$ cat config.mk
export PLATFORM = sky130hd
export DESIGN_NAME = game_flow_controller
export DESIGN_NICKNAME = d
export VERILOG_FILES = /design/src/rtl/game_flow_controller.sv
export SDC_FILE = /design/constraint.sdc
export NUM_CORES = 1
export LEC_CHECK = 0
export CAP_MARGIN = 10
export CORE_MARGIN = 2
export CORE_UTILIZATION = 45
export CTS_CLUSTER_DIAMETER = 60
export CTS_CLUSTER_SIZE = 28
export DETAILED_ROUTE_END_ITERATION = 16
export PLACE_DENSITY_LB_ADDON = 0.2
export SLEW_MARGIN = 15
export SYNTH_ARGS = -nofsm -noshare
export SYNTH_HDL_FRONTEND = slang
export SYNTH_SLANG_ARGS = --single-unit
$ cat constraint.sdc
create_clock -name i_Clk -period 2.9 [get_ports i_Clk]
set_input_delay 0.435 -clock i_Clk [delete_from_list [all_inputs] [get_ports i_Clk]]
set_output_delay 0.435 -clock i_Clk [all_outputs]
set_load 0.02 [all_outputs]
$ cat src/rtl/game_flow_controller.sv
// Frogger game-flow sequencer: start/countdown/run/hit-freeze/game-over with lives and level.
// Optional feature: define BONUS_LIFE_EN to grant a life on every level-up to a multiple of 4.
module game_flow_controller #(
    parameter int unsigned C_MAX_LIVES         = 3,
    parameter int unsigned C_COUNTDOWN_FRAMES  = 180,
    parameter int unsigned C_HIT_FREEZE_FRAMES = 60,
    parameter int unsigned C_GAME_OVER_FRAMES  = 240,
    parameter int unsigned C_MAX_LEVEL         = 15,
    parameter int unsigned C_FRAME_CNT_W       = 8
) (
    input  logic                   i_Clk,
    input  logic                   i_Rst_L,
    input  logic                   i_Frame_Tick,
    input  logic                   i_Start,
    input  logic                   i_Has_Collided,
    input  logic                   i_Level_Up,
    output logic [2:0]             o_State,
    output logic                   o_Game_Active,
    output logic                   o_Freeze,
    output logic                   o_Respawn,
    output logic [C_MAX_LIVES-1:0] o_Lives,
    output logic [3:0]             o_Level,
    output logic [1:0]             o_Countdown,
    output logic                   o_Game_Over
);

    typedef enum logic [2:0] {
        StIdle      = 3'd0,
        StCountdown = 3'd1,
        StRunning   = 3'd2,
        StHitFreeze = 3'd3,
        StGameOver  = 3'd4
    } state_e;

    localparam logic [C_FRAME_CNT_W-1:0] CNT_ONE = C_FRAME_CNT_W'(1);
    localparam logic [C_FRAME_CNT_W-1:0] CD_LAST = C_FRAME_CNT_W'(C_COUNTDOWN_FRAMES - 1);
    localparam logic [C_FRAME_CNT_W-1:0] HF_LAST = C_FRAME_CNT_W'(C_HIT_FREEZE_FRAMES - 1);
    localparam logic [C_FRAME_CNT_W-1:0] GO_LAST = C_FRAME_CNT_W'(C_GAME_OVER_FRAMES - 1);
    // First counter values where counter*3/N reaches 1 and 2 (ceil of N/3 and 2N/3).
    localparam logic [C_FRAME_CNT_W-1:0] CD_T1 = C_FRAME_CNT_W'((C_COUNTDOWN_FRAMES + 2) / 3);
    localparam logic [C_FRAME_CNT_W-1:0] CD_T2 =
        C_FRAME_CNT_W'((2 * C_COUNTDOWN_FRAMES + 2) / 3);
    localparam logic [3:0] MAX_LEVEL = 4'(C_MAX_LEVEL);

    state_e                   state_q;
    logic [C_FRAME_CNT_W-1:0] frame_cnt_q;
    logic                     start_q;
    logic                     coll_q;

    logic                     start_evt;
    logic                     coll_evt;
    logic [C_FRAME_CNT_W-1:0] cnt_inc;
    logic [C_MAX_LIVES-1:0]   lives_shr;
    logic [3:0]               level_next;

    function automatic logic [1:0] countdown_of(input logic [C_FRAME_CNT_W-1:0] cnt);
        if (cnt >= CD_T2) begin
            return 2'd1;
        end else if (cnt >= CD_T1) begin
            return 2'd2;
        end
        return 2'd3;
    endfunction

    assign start_evt  = i_Start & ~start_q;
    assign coll_evt   = i_Has_Collided & ~coll_q;
    assign cnt_inc    = frame_cnt_q + CNT_ONE;
    assign lives_shr  = o_Lives >> 1;
    assign level_next = (o_Level == MAX_LEVEL) ? o_Level : o_Level + 4'd1;
    assign o_State    = state_q;

`ifdef BONUS_LIFE_EN
    localparam logic [C_MAX_LIVES-1:0] LIVES_LSB = C_MAX_LIVES'(1);
    logic                   bonus;
    logic [C_MAX_LIVES-1:0] lives_bonus;
    assign bonus       = (level_next != o_Level) && (level_next[1:0] == 2'b00);
    assign lives_bonus = (o_Lives << 1) | LIVES_LSB;
`endif

    always_ff @(posedge i_Clk) begin
        if (!i_Rst_L) begin
            state_q       <= StIdle;
            frame_cnt_q   <= '0;
            start_q       <= 1'b0;
            coll_q        <= 1'b0;
            o_Game_Active <= 1'b0;
            o_Freeze      <= 1'b0;
            o_Respawn     <= 1'b0;
            o_Lives       <= '1;
            o_Level       <= 4'd0;
            o_Countdown   <= 2'd0;
            o_Game_Over   <= 1'b0;
        end else begin
            start_q   <= i_Start;
            coll_q    <= i_Has_Collided;
            o_Respawn <= 1'b0;
            case (state_q)
                StIdle: begin
                    if (start_evt) begin
                        state_q     <= StCountdown;
                        frame_cnt_q <= '0;
                        o_Lives     <= '1;
                        o_Level     <= 4'd0;
                        o_Freeze    <= 1'b1;
                        o_Countdown <= 2'd3;
                        o_Respawn   <= 1'b1;
                    end
                end
                StCountdown: begin
                    if (i_Frame_Tick) begin
                        if (frame_cnt_q == CD_LAST) begin
                            state_q       <= StRunning;
                            frame_cnt_q   <= '0;
                            o_Countdown   <= 2'd0;
                            o_Freeze      <= 1'b0;
                            o_Game_Active <= 1'b1;
                        end else begin
                            frame_cnt_q <= cnt_inc;
                            o_Countdown <= countdown_of(cnt_inc);
                        end
                    end
                end
                StRunning: begin
                    // A collision pre-empts any level-up (and bonus) in the same cycle.
                    if (coll_evt) begin
                        o_Lives       <= lives_shr;
                        frame_cnt_q   <= '0;
                        o_Game_Active <= 1'b0;
                        if (lives_shr == '0) begin
                            state_q     <= StGameOver;
                            o_Game_Over <= 1'b1;
                        end else begin
                            state_q  <= StHitFreeze;
                            o_Freeze <= 1'b1;
                        end
                    end else if (i_Level_Up) begin
                        o_Level   <= level_next;
                        o_Respawn <= 1'b1;
`ifdef BONUS_LIFE_EN
                        if (bonus) begin
                            o_Lives <= lives_bonus;
                        end
`endif
                    end
                end
                StHitFreeze: begin
                    if (i_Frame_Tick) begin
                        if (frame_cnt_q == HF_LAST) begin
                            state_q       <= StRunning;
                            frame_cnt_q   <= '0;
                            o_Freeze      <= 1'b0;
                            o_Game_Active <= 1'b1;
                            o_Respawn     <= 1'b1;
                        end else begin
                            frame_cnt_q <= cnt_inc;
                        end
                    end
                end
                StGameOver: begin
                    if (i_Frame_Tick) begin
                        if (frame_cnt_q == GO_LAST) begin
                            state_q     <= StIdle;
                            frame_cnt_q <= '0;
                            o_Game_Over <= 1'b0;
                        end else begin
                            frame_cnt_q <= cnt_inc;
                        end
                    end
                end
                default: begin
                    state_q       <= StIdle;
                    frame_cnt_q   <= '0;
                    o_Game_Active <= 1'b0;
                    o_Freeze      <= 1'b0;
                    o_Countdown   <= 2'd0;
                    o_Game_Over   <= 1'b0;
                end
            endcase
        end
    end

endmodule

Word-level counts from Yosys, hierarchy flattened:

Index checks and enable logic that the tools add are counted.

* register bits after elaboration: 26
* bits of input ports: 6
* output and inout port bits: 16
* logic and storage cells: 123

* $add $sub $neg: 2
* magnitude comparators: 2
* eq/ne operators: 21
* mux-type cells: 65
* bitwise logic cells: 8
* reductions and logical operators: 14

Operators by type and width (number)
* 2-to-1 mux 8 bit: 8
* case mux 8 bit (5 select lines): 1
* 2-to-1 mux 3 bit: 11
* 2-to-1 mux 1 bit: 27
* inequality test 2 bit, second input constant: 13
* == test 8 bit, second input constant: 2
* 2-to-1 mux 4 bit: 4
* AND reduction 8 bit: 2
* case mux 3 bit (5 select lines): 1
* AND reduction 5 bit: 3
* 2-to-1 mux 2 bit: 6
* adder 8 x 1 -> 8 bit, second input constant: 1
* == test 8 x 6 -> 1 bit, second input constant: 1
* greater-or-equal comparator 8 x 6 -> 1 bit, second input constant: 1
* greater-or-equal comparator 8 x 7 -> 1 bit, second input constant: 1
* case mux 4 bit (2 select lines): 1
* == test 3 x 2 -> 1 bit, second input constant: 2
* logical NOT 3 bit: 2
* inverter 1 bit: 6
* case mux 1 bit (3 select lines): 2
* case mux 2 bit (3 select lines): 1
* case mux 3 bit (2 select lines): 1
* AND reduction 3 bit: 2
* AND reduction 6 bit: 1
* 10 further kinds: 12

Logic depth before layout (Yosys ltp):

Gate-level depths: netlist (run 1).

* depth after elaboration: 12
* mapped depth: 6
* depth with buffers taken out: 6

Least setup slack after synthesis (run 1):

No wires, ideal clock.

* path type: flip-flop to flip-flop
* start: reg frame_cnt_q[0]
* end: reg o_Countdown[0]
* setup time: 0.091 ns
* arrival: 1.684 ns
* required time: 2.809 ns
* slack: 1.125 ns
* cell stages (with the launch flop): 7
* path buffers: 0
* period minus slack after synthesis: 1.775 ns
* path through: dfxtp_1 > ha_1 > nand3_1 > and2_1 > o221ai_1 > mux2_2 > a311oi_1

* word-level cells in the longest chain between the ends: 12
* elaborated cells between the ends (all ways): 15
* classes of those cells: 1 x add/sub; 2 x order compare; 1 x eq/ne; 11 x mux

Ends and longest elaborated chain
* start: declaration: line 46 `logic [C_FRAME_CNT_W-1:0] frame_cnt_q;`
* start signal: assignment: line 118 `frame_cnt_q <= cnt_inc;`
* start signal: assignment: line 155 `frame_cnt_q <= cnt_inc;`
* start signal: assignment: line 166 `frame_cnt_q <= cnt_inc;`
* adder 8 x 1 -> 8 bit: line 67 `assign cnt_inc = frame_cnt_q + CNT_ONE;`
* greater-or-equal comparator 8 x 6 -> 1 bit: line 59 `end else if (cnt >= CD_T1) begin`
* 2-to-1 mux 1 bit: line 59
* 2-to-1 mux 1 bit: line 57 `if (cnt >= CD_T2) begin`
* 2-to-1 mux 1 bit: line 111 `if (frame_cnt_q == CD_LAST) begin`
* 2-to-1 mux 1 bit: line 110 `if (i_Frame_Tick) begin`
* 2-to-1 mux 1 bit: line 97 `case (state_q)`
* 2-to-1 mux 1 bit: line 81 `if (!i_Rst_L) begin`
* 2-to-1 mux 2 bit: line 62 `return 2'd3;`
* 2-to-1 mux 2 bit (*): line 111
* 2-to-1 mux 2 bit (*): line 110
* case mux 2 bit (3 select lines) (*): line 97
* end signal: assignment: line 119 `o_Countdown <= countdown_of(cnt_inc);`
* end: declaration: line 23 `output logic [1:0] o_Countdown,`

Mark *: on every way between the ends. The rest lies on a longest branch, timed or not. The select of a mux whose other input is x is not followed.
A chain may end at the register's enable or synchronous reset.

Worst setup path in the final report (run 1):

* start: reg state_q[0] (netlist: o_State[0])
* end: reg frame_cnt_q[2]

* word-level cells in the longest chain between the ends: 3
* elaborated cells between the ends (all ways): 12
* classes of those cells: 9 x eq/ne; 1 x mux; 2 x reduce/logical

Ends and longest elaborated chain
* start: declaration: line 45 `state_e state_q;`
* start signal: assignment: line 82 `state_q <= StIdle;`
* start signal: assignment: line 100 `state_q <= StCountdown;`
* start signal: assignment: line 112 `state_q <= StRunning;`
* == test 3 bit (tied with other cells): line 97
* inequality test 2 bit (no source line)
* AND reduction 5 bit (no source line)

Several ways; a longest one is shown, not always the timed one.

==> results.cfg, run 1 <==
[logic_synthesis]
synth.yosys.warnings = 0
async_flop_share_pct = 0
muxShareOfSynthArea_pct = 2.085
synth_xor_area_share_pct = 2.919
synth_top_family_by_area = simple AND/OR/NAND/NOR gates
synth.avg_cell_area_um2 = 8.288
syn_inst = 181
yosysUniqueCellTypes = 52
syn_nets = 190
ys.flop_type = dfxtp_1
seq_area_frac_synth_pct = 34.70
synth_edf_count = 0
ys_ff_latch = 26
netlist_area_um2 = 1500
synth-simple-area-share_pct = 29.86
synthAdderAreaFrac_pct = 2.502
synth_compound_area_share_pct = 22.77

[timing]
maxSlewViolCount = 0
timing.final.crit_period_ps = 2267
setup-violations-final = 0
fmax_mhz = 441.1
hold_viol = 0
post-route-period-util_pct = 78.17
finalSetupTns_ps = 0
worstMarginPinSlew_ps = 809.3
grt_setup_unrepaired = no
clock_skew_ps = 8.898
max_slew_margin_pct = 45.69

[clocking]
clk_latency_ps = 330
tritoncts = built
numClockSinks = 26
post_cts_resized = 0
path_clk_slew_ps = 140
cts_setup_buffers = 0
cts_buffers = 3
htree_levels = 1
holdBufCountCts = 0
root_buffer = clkbuf_4
cts_max_path_buffers = 2

[floorplan]
die_w_um = 61.74
initial_core_util_pct = 48.35
ioPinCount = 22
fp.dieH_um = 61.74
fp.dieArea_um2 = 3812
core_area_um2 = 3103
rows = 20

[route]
ant_nets = 0
viasPerCell = 5.593
drc_errors = 0
routedWlPerCell_um = 13.68
vias = 1348
drtPass1Iterations = 4
initialDrtViolationCount = 99
totalWireLength_um = 3298

[worst_hold_path]
holdPathEnd = o_Game_Active
worstHoldStart = o_Game_Active
hold_path.class = reg -> reg
worst_hold_path.num_cells = 2

[worst_setup_path]
crit_arrival_ps = 2510
path_class = reg -> reg
path_max_fanout = 15
slowest_delay_ps = 690
r2r_end = frame_cnt_q[2]
crit_chain = nor2b_1, a31oi_1, o21ai_1, a211oi_1, a2111oi_2
start_kind = register
worst-r2r-setup-slack_ps = 630
crit_path_start = o_State[0]
rr_worst_depth = 5
r2r_start = o_State[0]
cp.required_ps = 3140
cp-end-kind = register
crit_slowest_cell = o21ai_1

[power]
power_mw = 1.039
leakagePower_nw = 0.5944
ir_drop_mv = 0.2223
powerDensity_nw_per_um2 = 594.5

[global_route]
grt_max_degree = 17
grt_use_total_pct = 20.02
grt_pass1_vias = 1226
antenna_found_initial = 0
gr-total-overflow = 0
grt_pass1_wl_um = 5602

[finish]
layout_commonest_cell = dfxtp_1
fin_cells = 241
antenna_cells = 0
drive_gt1_share_pct = 7.614
area_delta_synth_final_pct = 16.51
layout_common_cells = dfxtp_1, clkdlybuf4s50_1, nand2_1
nNetsFinal = 208

[placed_design]
gp_congestion = 0.8521
dp_hpwl_um = 2451
dpl.cell_count = 238
port_buffers = 21

[run]
cap_violations = 0

[status]
status = completed
-- critical path, delay by kind of cell (launching register included) --
kind,cells,cell delay [ps]
AO/OA/AOI/OAI,4,1290
flip-flops,1,660
AND/OR/NAND/NOR,1,240
-- registers in the layout, indices dropped and copies added (netlist names) --
register       cells
o_Countdown        2
o_Level            4
frame_cnt_q        8
o_Game_Over        1
o_Freeze           1
o_State            3
start_q            1
o_Respawn          1
coll_q             1
o_Lives            3
o_Game_Active      1
-- power breakdown --
group	total [mW]	leakage, nW	internal [mW]	switching [mW]
Clock	0.154	0.0138	0.0488	0.105
Combinational	0.427	0.369	0.175	0.251
Sequential	0.458	0.212	0.398	0.0602
-- logic make-up after synthesis --
family,Yosys count
AOI/OAI and AO/OA,49
adders and majority gates,3
xor gates and xnor gates,5
and+or+nand+nor,79
buffers and inverters,16
muxes,3
DFF,26
-- cell usage after synthesis (2+ instances only) --
library cell   n  area share, %
o221ai_1       2            1.2
mux2i_1        2            1.3
nand4b_1       2            1.2
nand3_1       10            3.3
xnor2_1        3            1.8
o21ai_0       10            3.3
nor2b_1        7            2.9
a31oi_1        2           0.83
nand2b_1       5            2.1
inv_1          6            1.5
o22ai_1        4            1.7
a211oi_1       2            1.0
or3_1          2           0.83
a21boi_1       2            1.0
nor3_1         4            1.3
a21oi_1        4            1.3
ha_1           3            2.5
dfxtp_1       26             35
buf_2          5            1.7
nand2_1       19            4.8
nand3b_1       2            1.0
nor2_1        11            2.8
and2_1         6            2.5
a21boi_0       4            2.0
o211ai_1       2            1.0
xor2_1         2            1.2
clkbuf_1       3           0.75
o21ai_1        5            1.7
a22oi_1        3            1.5
-- metrics by stage --
step                area (um2)  hold slack [ps]  worst slack (ps)  util (%)
floorplan                 1500            480.9              1125         -
global placement          1725            443.6             445.8     55.60
detailed placement        1725            440.1             383.3     55.60
CTS                       1748            460.1             647.9     56.33
global route              1748            483.6             328.4     56.33
finish                    1748            456.2             633.0     56.33
-- how the worst max path moves through the flow --
stage | endpoint | slack [ps] | cells after the start
2_1_floorplan | o_Countdown[0] | 1130 | 6
3_3_place_gp | frame_cnt_q[2] | 450 | 6
3_5_place_dp | frame_cnt_q[2] | 380 | 6
4_1_cts | frame_cnt_q[2] | 650 | 5
5_1_grt | frame_cnt_q[2] | 330 | 5
6_report | frame_cnt_q[2] | 630 | 5
-- routing by layer --
layer / GRT usage [%] / wire length (um) / up-vias
met5: 0 / 0 / -
met4: 7.295 / 51 / 0
met3: 3.106 / 189 / 7
met2: 30.68 / 1537 / 46
met1: 28.55 / 1519 / 615
li1: - / - / 680
-- final cells by class --
cell class | count | area (um2)
fillers | 316 | 1355
multi-input cells | 139 | 902.1
flip-flops and latches | 26 | 520.5
repair buffers | 23 | 225.2
well taps | 44 | 55.05
clock buffers | 3 | 22.52
inverters | 6 | 22.52
Note: power is estimated with default switching activity, not from simulation.
==> run 2: changes to the inputs <==
==> constraint.sdc (replaced) <==
create_clock -name i_Clk -period 2.3 [get_ports i_Clk]
set_input_delay 0.345 -clock i_Clk [delete_from_list [all_inputs] [get_ports i_Clk]]
set_output_delay 0.345 -clock i_Clk [all_outputs]
set_load 0.02 [all_outputs]
==> results.cfg, run 2 (synthesis results as in run 1) <==
[clocking]
post_cts_resized = 0
root_buffer = clkbuf_4
tritoncts = built
htree_levels = 1
cts_max_path_buffers = 2
path_clk_slew_ps = 130
holdBufCountCts = 0
numClockSinks = 26
cts_buffers = 3
clk_latency_ps = 320
cts_setup_buffers = 0

[finish]
largest_reg_flops = 8
layout_common_cells = dfxtp_1, clkdlybuf4s50_1, nand2_1
nNetsFinal = 213
layout_commonest_cell = dfxtp_1
top_regs = frame_cnt_q: 8 flops, o_Level: 4 flops
fin_cells = 246
largest-register = frame_cnt_q
fin_util_pct = 57.54
area_delta_synth_final_pct = 19.02
drive_gt1_share_pct = 9.901
antenna_cells = 0

[route]
routedWlPerCell_um = 13.73
initialDrtViolationCount = 81
drc_errors = 0
vias = 1364
viasPerCell = 5.545
ant_nets = 0
drtPass1Iterations = 4
totalWireLength_um = 3377

[timing]
clock_skew_ps = 15.75
timing.final.crit_period_ps = 2033
worstMarginPinSlew_ps = 494.4
max_slew_margin_pct = 66.92
grt_setup_unrepaired = no
post-route-period-util_pct = 88.40
setup-violations-final = 0
maxSlewViolCount = 0
fmax_mhz = 491.8
finalSetupTns_ps = 0
hold_viol = 0
whs_ps = 456.3

[floorplan]
die_w_um = 61.74
initial_core_util_pct = 48.35
fp.dieH_um = 61.74
ioPinCount = 22
fp.dieArea_um2 = 3812
core_area_um2 = 3103
rows = 20

[placed_design]
dpl.cell_count = 243
port_buffers = 21
dp_hpwl_um = 2513
gp_congestion = 0.8127

[worst_setup_path]
start_kind = register
slowest_delay_ps = 430
crit_slowest_cell = dfxtp_1
crit_chain = ha_1, nand3_1, and2_1, o221ai_1, mux2_2, a311oi_1
crit_path_start = frame_cnt_q[0]
cp.required_ps = 2530
crit_arrival_ps = 2270
cp-end-kind = register
path_max_fanout = 6
r2r_start = frame_cnt_q[0]
path_class = reg -> reg

[power]
ir_drop_mv = 0.2081
powerDensity_nw_per_um2 = 763.7
leakagePower_nw = 0.6183
power_mw = 1.364

[global_route]
grt_pass1_wl_um = 5720
grt_max_degree = 18
grt_pass1_vias = 1227
gr-total-overflow = 0
antenna_found_initial = 0
grt_use_total_pct = 19.91

[worst_hold_path]
hold_path.class = reg -> reg
worstHoldStart = o_Game_Active

[run]
cap_violations = 0

[status]
status = completed
[run 2: changes by cell type in the layout (fill, tap and decap cells not counted), sizes merged]
cell,change
buf,+5
[run 2: metal layers]
| metal | GRT usage [%] | vias to the layer above | wire length [um] | part of all wire, % |
|---|---|---|---|---|
| met2 | 32.78 | 32 | 1607 | 48 |
| met4 | 5.471 | 0 | 31 | 0.92 |
| met5 | 0 | - | 0 | 0 |
| met3 | 2.484 | 5 | 140 | 4.1 |
| li1 | - | 690 | - | - |
| met1 | 27.55 | 637 | 1598 | 47 |
[run 2: power breakdown]
group          switching (mW)  internal (mW)  leakage (nW)
clock network           0.132         0.0613        0.0138
registers              0.0563          0.502         0.212
logic                   0.356          0.255         0.393
total                   0.545          0.819         0.618
[run 2: path summary, 6_finish.rpt]
check                                 endpoint  cells after the start  slack [ps]
worst min-delay path             o_Game_Active                      2         460
worst min register to register   o_Game_Active                      2         460
worst max register to register  o_Countdown[0]                      6         270
worst max-delay path            o_Countdown[0]                      6         270
[run 2: layout make-up]
cell class / count / area [um2]
well taps: 44 / 55.05
fillers: 305 / 1318
inverters: 6 / 22.52
multi-input cells: 139 / 902.1
repair buffers: 28 / 262.8
flip-flops and latches: 26 / 520.5
clock buffers: 3 / 22.52
[run 2: worst max-delay path, delay by kind of cell (launching register included)]
kind,cells,cell delay [ps]
compound gates,2,530
flops,1,430
mux,1,380
simple gates,2,320
fa+ha+maj,1,300
[run 2: metrics by stage]
stage	area (um2)	setup slack, ps
final	1785	266.7
after global routing	1785	120.2
after CTS	1785	275.0
after detailed placement	1763	158.2
after global placement	1763	198.3
after floorplan	1500	525.3
